===== config.mk =====
export PLATFORM = sky130hd
export DESIGN_NAME = pipe_hazard_ctrl
export DESIGN_NICKNAME = d
export VERILOG_FILES = /design/src/rtl/pipe_hazard_ctrl.sv
export SDC_FILE = /design/constraint.sdc
export NUM_CORES = 1
export LEC_CHECK = 0
export CAP_MARGIN = 25
export CORE_MARGIN = 4
export CORE_UTILIZATION = 44
export CTS_BUF_LIST = sky130_fd_sc_hd__clkbuf_2
export CTS_CLUSTER_DIAMETER = 100
export CTS_CLUSTER_SIZE = 16
export DETAILED_ROUTE_END_ITERATION = 8
export DONT_BUFFER_PORTS = 1
export PLACE_DENSITY = 0.69
export SYNTH_ARGS = -nofsm -noshare
export SYNTH_HDL_FRONTEND = slang
export SYNTH_SLANG_ARGS = --single-unit

===== constraint.sdc =====
create_clock -name i_clk -period 4.8 [get_ports i_clk]
set_input_delay 1.2 -clock i_clk [delete_from_list [all_inputs] [get_ports i_clk]]
set_output_delay 1.2 -clock i_clk [all_outputs]
set_load 0.01 [all_outputs]

===== src/rtl/pipe_hazard_ctrl.sv =====
// Stall/flush sequencer for a 5-stage RV32I pipeline (IF/ID/EX/MEM/WB).
// Resolves load-use hazards, EX-stage redirects and multi-cycle data-memory
// accesses. Pipeline-register enables and flushes are combinational. A memory
// watchdog forces a release after MEM_TIMEOUT frozen wait cycles. Saturating
// counters record stall cycles and accepted redirects.
module pipe_hazard_ctrl #(
  parameter int unsigned CNT_W       = 32,
  parameter int unsigned MEM_TIMEOUT = 16
) (
  input  logic             i_clk,
  input  logic             i_reset,
  input  logic [4:0]       i_id_rs1,
  input  logic [4:0]       i_id_rs2,
  input  logic             i_id_use_rs1,
  input  logic             i_id_use_rs2,
  input  logic             i_ex_valid,
  input  logic [4:0]       i_ex_rd,
  input  logic             i_ex_mem_rden,
  input  logic             i_ex_redirect,
  input  logic             i_mem_req,
  input  logic             i_mem_ack,
  output logic             o_pc_en,
  output logic             o_if_id_en,
  output logic             o_id_ex_en,
  output logic             o_ex_mem_en,
  output logic             o_if_id_flush,
  output logic             o_id_ex_flush,
  output logic             o_mem_wb_bubble,
  output logic             o_mem_timeout,
  output logic [CNT_W-1:0] o_stall_cnt,
  output logic [CNT_W-1:0] o_flush_cnt
);

  // The wait counter must be able to hold MEM_TIMEOUT itself.
  localparam int unsigned WaitW = (MEM_TIMEOUT < 1) ? 1 : $clog2(MEM_TIMEOUT + 1);
  localparam logic [WaitW-1:0] WaitMax = WaitW'(MEM_TIMEOUT);
  localparam logic [WaitW-1:0] WaitOne = WaitW'(1);
  localparam logic [CNT_W-1:0] CntMax  = '1;
  localparam logic [CNT_W-1:0] CntOne  = CNT_W'(1);

  typedef enum logic [0:0] {StRun, StMemWait} state_e;

  state_e           state_q, state_d;
  logic [WaitW-1:0] wait_q, wait_d;
  logic             timeout_q, timeout_d;
  logic [CNT_W-1:0] stall_cnt_q, stall_cnt_d;
  logic [CNT_W-1:0] flush_cnt_q, flush_cnt_d;

  logic load_use;
  logic mem_busy;
  logic rs1_hit;
  logic rs2_hit;
  logic freeze;
  logic redirect_take;

  // Hazard detection on the raw ID/EX/MEM stage information.
  always_comb begin
    rs1_hit  = i_id_use_rs1 && (i_id_rs1 == i_ex_rd);
    rs2_hit  = i_id_use_rs2 && (i_id_rs2 == i_ex_rd);
    load_use = i_ex_valid && i_ex_mem_rden && (i_ex_rd != 5'd0) && (rs1_hit || rs2_hit);
    mem_busy = i_mem_req && !i_mem_ack;
  end

  // Memory-wait sequencing: decides freeze vs. release and the watchdog.
  always_comb begin
    state_d   = state_q;
    wait_d    = wait_q;
    timeout_d = timeout_q;
    freeze    = 1'b0;
    unique case (state_q)
      StRun: begin
        if (mem_busy) begin
          freeze  = 1'b1;
          state_d = StMemWait;
          wait_d  = WaitOne;
        end
      end
      StMemWait: begin
        if (i_mem_ack) begin
          state_d = StRun;
          wait_d  = '0;
        end else if (wait_q < WaitMax) begin
          freeze = 1'b1;
          wait_d = wait_q + WaitOne;
        end else begin
          // Watchdog expiry: release exactly as on ack, but remember it.
          timeout_d = 1'b1;
          state_d   = StRun;
          wait_d    = '0;
        end
      end
    endcase
  end

  // Pipeline control outputs; freeze beats redirect beats load-use.
  always_comb begin
    o_pc_en         = 1'b1;
    o_if_id_en      = 1'b1;
    o_id_ex_en      = 1'b1;
    o_ex_mem_en     = 1'b1;
    o_if_id_flush   = 1'b0;
    o_id_ex_flush   = 1'b0;
    o_mem_wb_bubble = 1'b0;
    redirect_take   = 1'b0;
    if (i_reset) begin
      o_pc_en     = 1'b0;
      o_if_id_en  = 1'b0;
      o_id_ex_en  = 1'b0;
      o_ex_mem_en = 1'b0;
    end else if (freeze) begin
      o_pc_en         = 1'b0;
      o_if_id_en      = 1'b0;
      o_id_ex_en      = 1'b0;
      o_ex_mem_en     = 1'b0;
      o_mem_wb_bubble = 1'b1;
    end else if (i_ex_redirect) begin
      // Younger instructions are discarded, so a load-use hazard is moot.
      o_if_id_flush = 1'b1;
      o_id_ex_flush = 1'b1;
      redirect_take = 1'b1;
    end else if (load_use) begin
      // Hold IF/ID for one cycle and insert a bubble behind the load.
      o_pc_en       = 1'b0;
      o_if_id_en    = 1'b0;
      o_id_ex_flush = 1'b1;
    end
  end

  // Saturating performance counters.
  always_comb begin
    stall_cnt_d = stall_cnt_q;
    flush_cnt_d = flush_cnt_q;
    if (!i_reset && !o_pc_en && (stall_cnt_q != CntMax)) begin
      stall_cnt_d = stall_cnt_q + CntOne;
    end
    if (redirect_take && (flush_cnt_q != CntMax)) begin
      flush_cnt_d = flush_cnt_q + CntOne;
    end
  end

  // State, wait counter, watchdog flag and counters.
  always_ff @(posedge i_clk or posedge i_reset) begin
    if (i_reset) begin
      state_q     <= StRun;
      wait_q      <= '0;
      timeout_q   <= 1'b0;
      stall_cnt_q <= '0;
      flush_cnt_q <= '0;
    end else begin
      state_q     <= state_d;
      wait_q      <= wait_d;
      timeout_q   <= timeout_d;
      stall_cnt_q <= stall_cnt_d;
      flush_cnt_q <= flush_cnt_d;
    end
  end

  assign o_mem_timeout = timeout_q;
  assign o_stall_cnt   = stall_cnt_q;
  assign o_flush_cnt   = flush_cnt_q;

endmodule


* Yosys cells after proc, flatten, opt, wreduce, memory -nomap -nowiden
Index checks and enable logic that the tools add are counted.
Widths: inputs -> output; s select.
** Operators by class
- $add $sub $neg :: 3
- Order comparisons :: 1
- Eq/ne operators :: 5
- Muxes and demuxes :: 23
- Bitwise logic cells :: 3
- Reduce and logical (&&, ||, !) cells :: 15
** Operator list (number)
- $add 32x1->32 const B :: 2
- $ne 32x32->1 const B :: 2
- $mux 1 :: 18
- $mux 5 :: 3
- $eq 5x5->1 :: 2
- $pmux 5 s2 :: 1
- $logic_and 1x1->1 :: 9
- $add 5x1->5 const B :: 1
- $lt 5x5->1 const B :: 1
- $reduce_bool 5->1 :: 1
- $logic_not 1->1 :: 3
- $not 1->1 :: 3
- $reduce_and 3->1 :: 1
- $ne 2x2->1 const B :: 1
- $pmux 1 s2 :: 1
- $logic_or 1x1->1 :: 1
** Storage, ports and cells
- Flip-flop bits (word level) :: 71
- Input port bits :: 24
- Output and inout bits :: 72
- Word-level logic and storage cells :: 55

* Logic depth before layout (Yosys ltp)
- Word-level depth :: 11
- Mapped depth :: 11
- Mapped depth without buffers :: 8

* Worst setup path before layout
No wires, ideal clock.
- Path type :: input to output
- From :: input i_reset
- To :: output o_if_id_flush
- Data arrival time :: 3248 ps
- Data required time :: 3600 ps
- Slack :: 352 ps
- Cell stages on the path :: 3
- Buffers on the path :: 1
- Cell sequence :: inv_1 > and3_1 > clkbuf_1
** Between the ends
- Word-level cells in the longest chain between the ends :: 1
** Ends and longest elaborated chain
- from (decl) :: RTL line 11 : input logic i_reset,
- $mux 1 :: RTL line 105 : if (i_reset) begin
- to (decl) :: RTL line 26 : output logic o_if_id_flush,
No other way between the ends.

* Final worst setup path
- From :: input i_ex_rd[0]
- To :: output o_id_ex_flush
** Between the ends
- Word-level cells in the longest chain between the ends :: 8
- Elaborated cells on any way between the ends :: 12
- Those cells by class :: eq/ne (2); mux (4); reduce/logical (6)
** Ends and longest elaborated chain
- from (decl) :: RTL line 17 : input logic [4:0] i_ex_rd,
- $eq 5x5->1, on equally long branches :: RTL line 58, 59
- $logic_and 1x1->1, on equally long branches :: RTL line 58, 59
- $logic_or 1x1->1 :: RTL line 60 : load_use = i_ex_valid && i_ex_mem_rden && (i_ex_rd != 5'd0) && (rs1_hit || rs2_hit);
- $logic_and 1x1->1 (*) :: RTL line 60
- $mux 1 (*) :: RTL line 121 : end else if (load_use) begin
- $mux 1 (*) :: RTL line 116 : end else if (i_ex_redirect) begin
- $mux 1 (*) :: RTL line 110 : end else if (freeze) begin
- $mux 1 (*) :: RTL line 105
- to (decl) :: RTL line 27 : output logic o_id_ex_flush,
Mark *: on every way between the ends. The rest lies on a longest branch, timed or not.

==> results.py <==
metrics = {
    "cts": {
        "cts-root-buf": "clkbuf_2",
        "postCtsHoldBufs": 0,
        "clock_latency_ns": 0.48,
        "post-cts-setup-buffers": 0,
        "cts_resized": 0,
        "htreeDepth": 3,
        "cts_tree": "yes",
        "cts_buffers": 9,
        "cts_max_path_buffers": 2,
        "cts.clk_slew.worst_paths_ns": 0.18,
        "clock-sinks": 71,
    },
    "critical_path": {
        "path_class": "in2out",
        "rr_startpoint": "o_stall_cnt[0]",
        "cp-start-kind": "input pin",
        "ff2ff_path_depth": 7,
        "crit_fanout": 3,
        "r2r_slack_ns": 2.11,
        "crit_arrival_ns": 2.35,
        "cp-end-kind": "output pin",
        "worstReg2RegEnd": "o_stall_cnt[1]",
        "worstPathRequired_ns": 3.60,
    },
    "sta": {
        "finalMaxSlewViolations": 0,
        "slew_headroom_pct": 44.0,
        "rsz0062_at_grt": "false",
        "finalClockSkew_ns": 0.0323,
        "hold_viol_final": 0,
        "fin_setup_tns_ns": 0,
        "setup_viol": 0,
        "period_needed_ns": 3.55,
        "post-route-period-util_pct": 73.9,
        "timing.hold.ws_ns": 0.536,
        "max_freq_mhz": 282,
        "worstMarginPinSlew_ns": 0.839,
        "finalWorstSetupSlack_ns": 1.25,
    },
    "logic_synthesis": {
        "synth-async-reset-ratio_pct": 100,
        "ys_seq_elements": 71,
        "synth_top_flop_cell": "dfrtp_1",
        "synth_top_family_by_area": "simple AND/OR/NAND/NOR gates",
        "synth_compound_area_share_pct": 4.30,
        "synth-xor-area-share_pct": 17.5,
        "avgSynthCellArea_um2": 10.6,
        "yosysUniqueCellTypes": 42,
        "synth_area_leaders": "dfrtp_1 (50%), xnor2_1 (12%), xor2_1 (5.2%)",
        "yosys.area.top_type": "dfrtp_1",
        "synthesis.area_um2": 3550,
        "synthAdderAreaFrac_pct": 1.06,
        "synthCells": 336,
        "synth_warnings": 0,
        "synthSimpleGateAreaFrac_pct": 23.1,
        "synth_top_cell_area_share_pct": 50.1,
        "yosysSeqAreaShare_pct": 50.1,
        "synthMuxAreaShare_pct": 0.952,
        "synth_fp_nets": 363,
        "synth_edf_count": 0,
    },
    "floorplan": {
        "die_x_um": 97.8,
        "core_area_um2": 7770,
        "die_y_um": 97.8,
        "ios": 96,
        "start_util_pct": 45.7,
        "placementRows": 32,
        "die-area_um2": 9560,
    },
    "power": {
        "p_leak_nw": 1.64,
        "ir_drop_uv": 204,
        "power_density_nw_per_um2": 302,
    },
    "cells_and_area": {
        "antenna_cells": 0,
        "layout.nets": 367,
        "final_cells": 447,
        "layout-drive-gt1-share_pct": 7.54,
        "syn_to_final_growth_pct": 4.34,
        "final_area_um2": 3700,
    },
    "grt": {
        "grt_overflow": 0,
        "grt_use_total_pct": 15.4,
        "grt_max_degree": 44,
        "antenna_found_initial": 0,
        "grt_pass1_wl_um": 12300,
        "grt_pass1_vias": 2512,
    },
    "worst_hold_path": {
        "whs_path_depth": 2,
        "hp-start": "wait_q[4]",
        "whs_endpoint": "wait_q[4]",
        "hp-class": "reg2reg",
    },
    "detailed_routing": {
        "via_per_inst": 5.60,
        "first_pass_iters": 4,
        "wl_um": 7210,
        "drtAntennaViolNets": 0,
        "avgRoutedWirePerCell_um": 16.1,
        "drtIter0Drc": 73,
        "drt_drc_violations_left": 0,
        "num_vias": 2501,
    },
    "placed_design": {
        "portBuffers": 0,
        "placed_area_um2": 3610,
        "dp.cells": 431,
        "gp_congestion": 0.822,
        "dp_hpwl_um": 5380,
        "dp_slack_ns": 1.23,
    },
    "flow_run": {
        "max_cap_violations": 0,
    },
    "run_status": {
        "status": "finished clean",
    },
}
==> final cells by class <==
type,count,area [um2]
fillers,743,4070
flip-flops and latches,71,1780
multi-input cells,248,1660
repair buffers,2,15.0
clock buffers,10,50.0
well taps,102,128
inverters,8,30.0
clock inverters,6,37.5
==> state kept, by name, indices dropped and copies added, names as in the netlist <==
name and count:
state_q 1, o_mem_timeout 1, o_stall_cnt 32, wait_q 5, o_flush_cnt 32
==> cell families after synthesis <==
family	after synthesis
adder cells (fa/ha/maj)	3
flip-flops	71
AO/OA/AOI/OAI	20
XOR/XNOR	71
AND/OR/NAND/NOR	151
multiplexers	3
buffers and inverters	17
==> per-layer routing <==
layer  part of all wire, %  up-vias  global-route usage (%)
li1                      -     1196                       -
met1                    42     1207                    18.9
met2                    47       88                    25.3
met3                   9.3       10                    6.21
met4                   1.1        0                    4.15
met5                     0        -                       0
==> worst max path at each step <==
stage | cells past startpoint | end | start
finish | 4 | o_id_ex_flush | i_ex_rd[0]
global route | 4 | o_id_ex_flush | i_ex_rd[0]
CTS | 4 | o_id_ex_flush | i_ex_rd[0]
detailed placement | 4 | o_id_ex_flush | i_ex_rd[0]
global placement | 4 | o_id_ex_flush | i_ex_rd[0]
floorplan | 3 | o_if_id_flush | i_reset
==> Yosys cell counts (2+ instances only) <==
cell and number:
nor2_1 18, nor3_1 6, mux2_2 2, dfrtp_1 71, inv_1 8, xnor2_1 50
xor2_1 21, nand4_1 28, ha_1 3, and2_1 6, buf_4 2, nor4_1 3
and4_1 4, nand2_1 28, clkbuf_1 2, a22o_1 3, a31oi_1 3, nand2b_1 2
and3_1 22, buf_6 3, nor4b_1 2, nand3_1 26, o21ai_0 4
==> cells in the final DEF (no fill, tap or decap), types with 2 or more instances in the layout <==
cell type / synthesis / routed
dfrtp_1: 71 / 71
xnor2_1: 50 / 50
nand4_1: 28 / 28
nand2_1: 28 / 28
nand3_1: 26 / 26
and3_1: 22 / 22
xor2_1: 21 / 21
nor2_1: 18 / 18
clkbuf_2: 0 / 10
inv_1: 8 / 7
and2_1: 6 / 6
nor3_1: 6 / 6
and4_1: 4 / 4
o21ai_0: 4 / 4
nor4_1: 3 / 3
a31oi_1: 3 / 3
a22o_1: 3 / 3
ha_1: 3 / 3
nand2b_1: 2 / 2
nor4b_1: 2 / 2
mux2_2: 2 / 2
clkinv_2: 0 / 2
clkinvlp_4: 0 / 2
buf_4: 2 / 2
==> worst max-delay path, cell delays in order <==
cell      delay (ns)
or4_1           0.53
o211ai_1        0.33
nor2_1          0.08
o21a_1          0.21
==> stage by stage <==
step	util, %	power [W]
after floorplan	-	0.000823
after global placement	46.5	0.000850
after CTS	47.6	0.00114
after global routing	47.6	0.00119
final	47.6	0.00112
after detailed placement	46.5	0.000856
==> power by group <==
group	switching, W	internal [W]
registers	0.0000882	0.000642
logic	0.0000577	0.0000537
clock network	0.000207	0.0000675
Power figures use the tool's default switching activity.
